### config.mk
export PLATFORM = sky130hd
export DESIGN_NAME = spi_cfg_ctrl
export DESIGN_NICKNAME = d
export VERILOG_FILES = /design/src/rtl/spi_cfg_ctrl_pkg.sv /design/src/rtl/spi_cfg_regfile.sv /design/src/rtl/spi_cfg_ctrl.sv
export SDC_FILE = /design/constraint.sdc
export NUM_CORES = 1
export LEC_CHECK = 0
export ABC_CLOCK_PERIOD_IN_PS = 6000
export CORE_MARGIN = 3
export CORE_UTILIZATION = 49
export CTS_CLUSTER_SIZE = 24
export DETAILED_ROUTE_END_ITERATION = 10
export GPL_TIMING_DRIVEN = 0
export PLACE_DENSITY = 0.78
export SYNTH_ARGS = -nofsm -noshare
export SYNTH_HDL_FRONTEND = slang
export SYNTH_SLANG_ARGS = --single-unit
export TNS_END_PERCENT = 30
### constraint.sdc
create_clock -name clk -period 6 [get_ports clk]
set_input_delay 1.2 -clock clk [delete_from_list [all_inputs] [get_ports clk]]
set_output_delay 1.2 -clock clk [all_outputs]
set_load 0.02 [all_outputs]
### src/rtl/spi_cfg_ctrl_pkg.sv
// Shared definitions for the SPI configuration controller: FSM states,
// datapath register indices and the read-only status address helper.
package spi_cfg_ctrl_pkg;

  typedef enum logic [1:0] {
    ST_IDLE = 2'd0,
    ST_WR   = 2'd1,
    ST_RD   = 2'd2
  } state_t;

  // Register indices consumed by the signal-processing datapath
  localparam int REG_GAIN   = 0;
  localparam int REG_OFFSET = 1;
  localparam int REG_THRESH = 2;
  localparam int REG_MODE   = 3;

  // The top address of the register map is the live, read-only status word
  function automatic int status_addr(input int addr_w);
    return (1 << addr_w) - 1;
  endfunction

endpackage

### src/rtl/spi_cfg_regfile.sv
// Configuration register file: one write port, one async read port that
// substitutes live status at the top address, and a flattened view.
module spi_cfg_regfile
  import spi_cfg_ctrl_pkg::*;
#(
  parameter int DATA_W = 10,
  parameter int ADDR_W = 4
) (
  input  logic                           clk,
  input  logic                           rst_n,
  input  logic                           we,
  input  logic [ADDR_W-1:0]              waddr,
  input  logic [DATA_W-1:0]              wdata,
  input  logic [ADDR_W-1:0]              raddr,
  input  logic [DATA_W-1:0]              status_in,
  output logic [DATA_W-1:0]              rdata,
  output logic [(2**ADDR_W)*DATA_W-1:0]  cfg_regs
);

  localparam int NUM_REGS = 2**ADDR_W;
  localparam logic [ADDR_W-1:0] ADDR_STATUS = ADDR_W'(status_addr(ADDR_W));

  logic [DATA_W-1:0] regs [NUM_REGS];

  always_ff @(posedge clk or negedge rst_n) begin
    if (!rst_n) begin
      for (int k = 0; k < NUM_REGS; k++) regs[k] <= '0;
    end else if (we && (waddr != ADDR_STATUS)) begin
      regs[waddr] <= wdata;
    end
  end

  assign rdata = (raddr == ADDR_STATUS) ? status_in : regs[raddr];

  for (genvar g = 0; g < NUM_REGS; g++) begin : g_flat
    assign cfg_regs[g*DATA_W +: DATA_W] = regs[g];
  end

endmodule

### src/rtl/spi_cfg_ctrl.sv
// Command-frame controller behind the SPI slave: decodes header words into
// register writes/reads, drives readback data and tracks frame errors.
module spi_cfg_ctrl
  import spi_cfg_ctrl_pkg::*;
#(
  parameter int DATA_W      = 10,
  parameter int ADDR_W      = 4,
  parameter int TIMEOUT_CYC = 100000
) (
  input  logic                           clk,
  input  logic                           rst_n,
  input  logic                           cs_n,
  input  logic                           word_valid,
  input  logic [DATA_W-1:0]              word_in,
  input  logic [DATA_W-1:0]              status_in,
  output logic [DATA_W-1:0]              po_data,
  output logic [(2**ADDR_W)*DATA_W-1:0]  cfg_regs,
  output logic                           wr_strobe,
  output logic [ADDR_W-1:0]              wr_addr,
  output logic                           busy,
  output logic                           err_timeout,
  output logic [7:0]                     err_cnt
);

  localparam int HDR_RW    = DATA_W - 1;
  localparam int HDR_BURST = DATA_W - 2;
  localparam logic [ADDR_W-1:0] ADDR_STATUS = ADDR_W'(status_addr(ADDR_W));
  localparam int TCNT_W = $clog2(TIMEOUT_CYC + 1);
  localparam logic [TCNT_W-1:0] TCNT_LAST = TCNT_W'(TIMEOUT_CYC - 1);

  state_t            state, state_nx;
  logic [ADDR_W-1:0] ptr, ptr_nx, raddr;
  logic              burst, burst_nx;
  logic              seen_data, seen_data_nx;
  logic [TCNT_W-1:0] tcnt, tcnt_nx;
  logic [DATA_W-1:0] po_data_nx, rdata;
  logic              rf_we, timeout_nx, err_inc;

  spi_cfg_regfile #(.DATA_W(DATA_W), .ADDR_W(ADDR_W)) u_regfile (
    .clk       (clk),
    .rst_n     (rst_n),
    .we        (rf_we),
    .waddr     (ptr),
    .wdata     (word_in),
    .raddr     (raddr),
    .status_in (status_in),
    .rdata     (rdata),
    .cfg_regs  (cfg_regs)
  );

  always_ff @(posedge clk or negedge rst_n) begin
    if (!rst_n) begin
      state       <= ST_IDLE;
      ptr         <= '0;
      burst       <= 1'b0;
      seen_data   <= 1'b0;
      tcnt        <= '0;
      po_data     <= '0;
      wr_strobe   <= 1'b0;
      wr_addr     <= '0;
      err_timeout <= 1'b0;
      err_cnt     <= '0;
    end else begin
      state       <= state_nx;
      ptr         <= ptr_nx;
      burst       <= burst_nx;
      seen_data   <= seen_data_nx;
      tcnt        <= tcnt_nx;
      po_data     <= po_data_nx;
      wr_strobe   <= rf_we;
      err_timeout <= timeout_nx;
      if (rf_we) wr_addr <= ptr;
      if (err_inc && (err_cnt != 8'hFF)) err_cnt <= err_cnt + 8'd1;
    end
  end

  // Chip-select abort dominates everything; a word arriving in the expiry cycle beats the timeout
  always_comb begin
    state_nx     = state;
    ptr_nx       = ptr;
    burst_nx     = burst;
    seen_data_nx = seen_data;
    tcnt_nx      = '0;
    po_data_nx   = po_data;
    rf_we        = 1'b0;
    timeout_nx   = 1'b0;
    err_inc      = 1'b0;
    raddr        = ptr + ADDR_W'(1);

    if (cs_n) begin
      state_nx   = ST_IDLE;
      po_data_nx = '0;
      err_inc    = (state != ST_IDLE) && !seen_data;
    end else begin
      case (state)
        ST_IDLE: begin
          raddr = word_in[ADDR_W-1:0];
          if (word_valid) begin
            ptr_nx       = word_in[ADDR_W-1:0];
            burst_nx     = word_in[HDR_BURST];
            seen_data_nx = 1'b0;
            if (word_in[HDR_RW]) begin
              state_nx = ST_WR;
            end else begin
              state_nx   = ST_RD;
              po_data_nx = rdata;
            end
          end
        end
        ST_WR: begin
          if (word_valid) begin
            rf_we        = (ptr != ADDR_STATUS);
            seen_data_nx = 1'b1;
            if (burst) ptr_nx = ptr + ADDR_W'(1);
            else       state_nx = ST_IDLE;
          end
        end
        ST_RD: begin
          if (word_valid) begin
            seen_data_nx = 1'b1;
            if (burst) begin
              ptr_nx     = ptr + ADDR_W'(1);
              po_data_nx = rdata;
            end else begin
              po_data_nx = '0;
              state_nx   = ST_IDLE;
            end
          end
        end
        default: state_nx = ST_IDLE;
      endcase

      if ((state != ST_IDLE) && !word_valid) begin
        if (tcnt == TCNT_LAST) begin
          state_nx   = ST_IDLE;
          po_data_nx = '0;
          timeout_nx = 1'b1;
          err_inc    = 1'b1;
        end else begin
          tcnt_nx = tcnt + TCNT_W'(1);
        end
      end
    end
  end

  assign busy = (state != ST_IDLE);

endmodule

==> impl_metrics.toml <==
[yosys]
yosysUniqueCellTypes = 57
synth_flop_cell = "dfrtp_1"
yosys_register_bits = 209
synth_warnings = 0
synth-edff-count = 0
yosysSeqAreaShare = 0.533
syn_area_mm2 = 0.00982
syn_nets = 827
async_reset_ff_frac = 1.00
netlist_instances = 792
syn_area_per_cell_um2 = 12.4

[pwr]
swShare = 0.345
power_switching_mw = 1.70
combPwrFrac = 0.332
p_leak_nw = 5.80
pwr-share-clk = 0.305
seqPwrFrac = 0.362
p_per_area_mw_per_mm2 = 378
vdd_drop_max_v = 0.000258
intPower_mw = 3.23

[setup_path]
critPathMaxStageDelay_ns = 0.75
startpoint_type = "primary input"
worstPathRequired_ns = 6.43
path_class = "primary input to flop"
cp_num_buf_inv = 4
cp_slowest_cell = "clkdlybuf4s50_1"
path_cells = "clkdlybuf4s50_1, nand3b_1, o21ai_4, buf_6, buf_6, buf_2, a21oi_1, a21oi_1, a22oi_1, a31oi_1"
critical-path-top-delay-family = "buffers and inverters"
crit_arrival_ns = 3.92
critical_path.max_fanout = 10
crit_path_end_kind = "flop"

[clocking]
cts_buffers = 23
root_buffer = "clkbuf_16"
cts_resized = 0
cts_tree = "built"
htree_levels = 1
cts_max_path_buffers = 3
holdBufCountCts = 0
clk_pin_slew_ns = 0.06
post_cts.repair.setup_buffers = 0
cts_sinks = 209
clock_latency_ns = 0.53

[detailed_routing]
post-route-drc-count = 0
routed_wl_um = 31200
vias = 7721
wire_per_inst_um = 23.9
drt_iter0_drc = 589
vias_per_cell = 5.91
drtAntennaViolNets = 0
drtPass1Iterations = 6

[sta]
report.final.setup_viol = 0
fin_crit_ns = 3.49
fin_hold_ws_ns = 0.456
rsz0062_at_grt = "no"
clock_skew_ns = 0.0177
max_slew_margin = 0.291
timing.fmax_mhz = 286
tightestPinTransition_ns = 1.06
fin_crit_sh = 0.582
drv_slew = 0
setup_slack_ns = 2.51
hold_violations = 0

[grt]
grt_start_max_net_pins = 113
gr-usage-met2 = 0.458
grt_util_met3 = 0.0684
use_met1 = 0.375
track_usage = 0.283
grt_pass1_vias = 7696
antenna_found_initial = 1
grt_overflow = 0
grt_first_pass_wirelength_um = 47200
busiest_layer = "met2"

[placement]
routabilityCongestion = 0.913
port_buffers = 208
dp_slack_ns = 2.09
hpwl_um = 21300

[floorplan]
dieWidth_um = 148
fp.dieH_um = 148
initial_core_util = 0.501
pin_count = 209
die_area_mm2 = 0.0218
core_area_mm2 = 0.0196
rows = 51

[finish]
drive_gt1_frac = 0.241
fillers = 1515
fin_nets = 1061
final_core_util = 0.667
synthToLayoutAreaGrowth_pct = 33.0

[hold_path]
worstHoldPathType = "flop to flop"

[outcome]
outcome = "finished clean"

[flow_run]
max-cap-violations = 0
[worst paths after layout]
check	start	endpoint	slack, ns	cells after the start
max in group asynchronous	rst_n	u_regfile.cfg_regs[55]$_DFFE_PN0P_	4.32	2
setup reg to reg	state[0]$_DFF_PN0_	po_data[3]$_DFF_PN0_	3.06	11
min in group asynchronous	rst_n	tcnt[9]$_DFF_PN0_	0.73	1
setup / recovery	word_in[0]	po_data[3]$_DFF_PN0_	2.51	10
hold / removal	u_regfile.cfg_regs[156]$_DFFE_PN0P_	u_regfile.cfg_regs[156]$_DFFE_PN0P_	0.46	1
hold reg to reg	u_regfile.cfg_regs[156]$_DFFE_PN0P_	u_regfile.cfg_regs[156]$_DFFE_PN0P_	0.46	1
[placed cells by master, fill, tap and decap left out, types with 16 or more instances in the layout]
| cell type | Yosys | routed |
|---|---|---|
| dfrtp_1 | 209 | 209 |
| nor2_1 | 35 | 35 |
| clkbuf_16 | 0 | 23 |
| clkbuf_1 | 29 | 36 |
| buf_2 | 16 | 16 |
| a21oi_1 | 51 | 51 |
| mux2_2 | 153 | 153 |
| clkdlybuf4s50_1 | 0 | 207 |
| a22oi_1 | 27 | 27 |
| nand2_1 | 70 | 70 |
[state kept, by name, summed over array words and instances (netlist names), 2 cells and up]
| register | cells |
|---|---|
| po_data | 10 |
| ptr | 4 |
| err_cnt | 8 |
| wr_addr | 4 |
| state | 2 |
| u_regfile.cfg_regs | 160 |
| tcnt | 17 |
[per-layer routing]
layer / vias to the layer above / wire, um
li1: 3324 / -
met1: 3966 / 12500
met2: 365 / 15000
met3: 66 / 2570
met4: 0 / 1200
met5: - / 0
[Yosys cell counts, types with 5 or more instances]
cell,n,area [um^2]
xnor2_1,9,78.8
a31oi_1,8,50.1
nand4_1,11,68.8
nand3_1,10,50.1
a22o_1,5,43.8
mux2_2,153,1720
a21oi_1,51,255
a22oi_1,27,203
and2_1,5,31.3
nand3_2,6,60.1
nor2b_1,5,31.3
o21ai_0,9,45.0
buf_2,16,80.1
nor2_1,35,131
dfrtp_1,209,5230
mux4_2,15,338
a21o_1,6,45.0
o21ai_1,7,35.0
xor2_1,15,131
nand2_1,70,263
clkbuf_1,29,109
inv_1,10,37.5
mux2i_1,5,50.1
ha_1,11,138
nor3_1,7,35.0
[power by group through the flow]
stage	clock network, mW	registers [mW]	logic, mW
finish	1.51	1.79	1.64
floorplan	0	1.98	0.709
CTS	1.51	1.78	1.63
global route	1.57	1.81	1.73
detailed placement	0	1.80	1.62
global placement	0	1.80	1.59
[per-stage QoR]
step | TNS [ns] | total power [mW] | instance area [um^2] | cells
finish | 0 | 4.93 | 13100 | 1307
global placement | -1054.71 | 3.39 | 12200 | 1265
CTS | 0 | 4.92 | 13100 | 1306
detailed placement | 0 | 3.42 | 12300 | 1266
global route | 0 | 5.11 | 13100 | 1307
floorplan | 0 | 2.69 | 9820 | 792
[cell type report]
cell class / instances / area, um^2 / area share
Clock inverter: 7 / 150 / 0.0115
Timing Repair Buffer: 209 / 2110 / 0.162
Antenna cell: 1 / 2.50 / 0.000192
Inverter: 11 / 41.3 / 0.00316
Clock buffer: 33 / 643 / 0.0493
Tap cell: 265 / 332 / 0.0254
Multi-Input combinational cell: 520 / 4290 / 0.329
Sequential cell: 209 / 5230 / 0.401
Buffer: 52 / 253 / 0.0194
[cells by family (layout without fill, tap and decap cells)]
logic type | count (synthesis) | count (layout) | synth area share
muxes | 178 | 178 | 0.223
adders and majority gates | 11 | 11 | 0.0140
DFF | 209 | 209 | 0.533
other | 0 | 1 | 0
buffers and inverters | 63 | 312 | 0.0300
xor gates and xnor gates | 24 | 24 | 0.0214
AOI/OAI and AO/OA | 134 | 134 | 0.0886
and+or+nand+nor | 173 | 173 | 0.0906
Power figures use the tool's default switching activity.
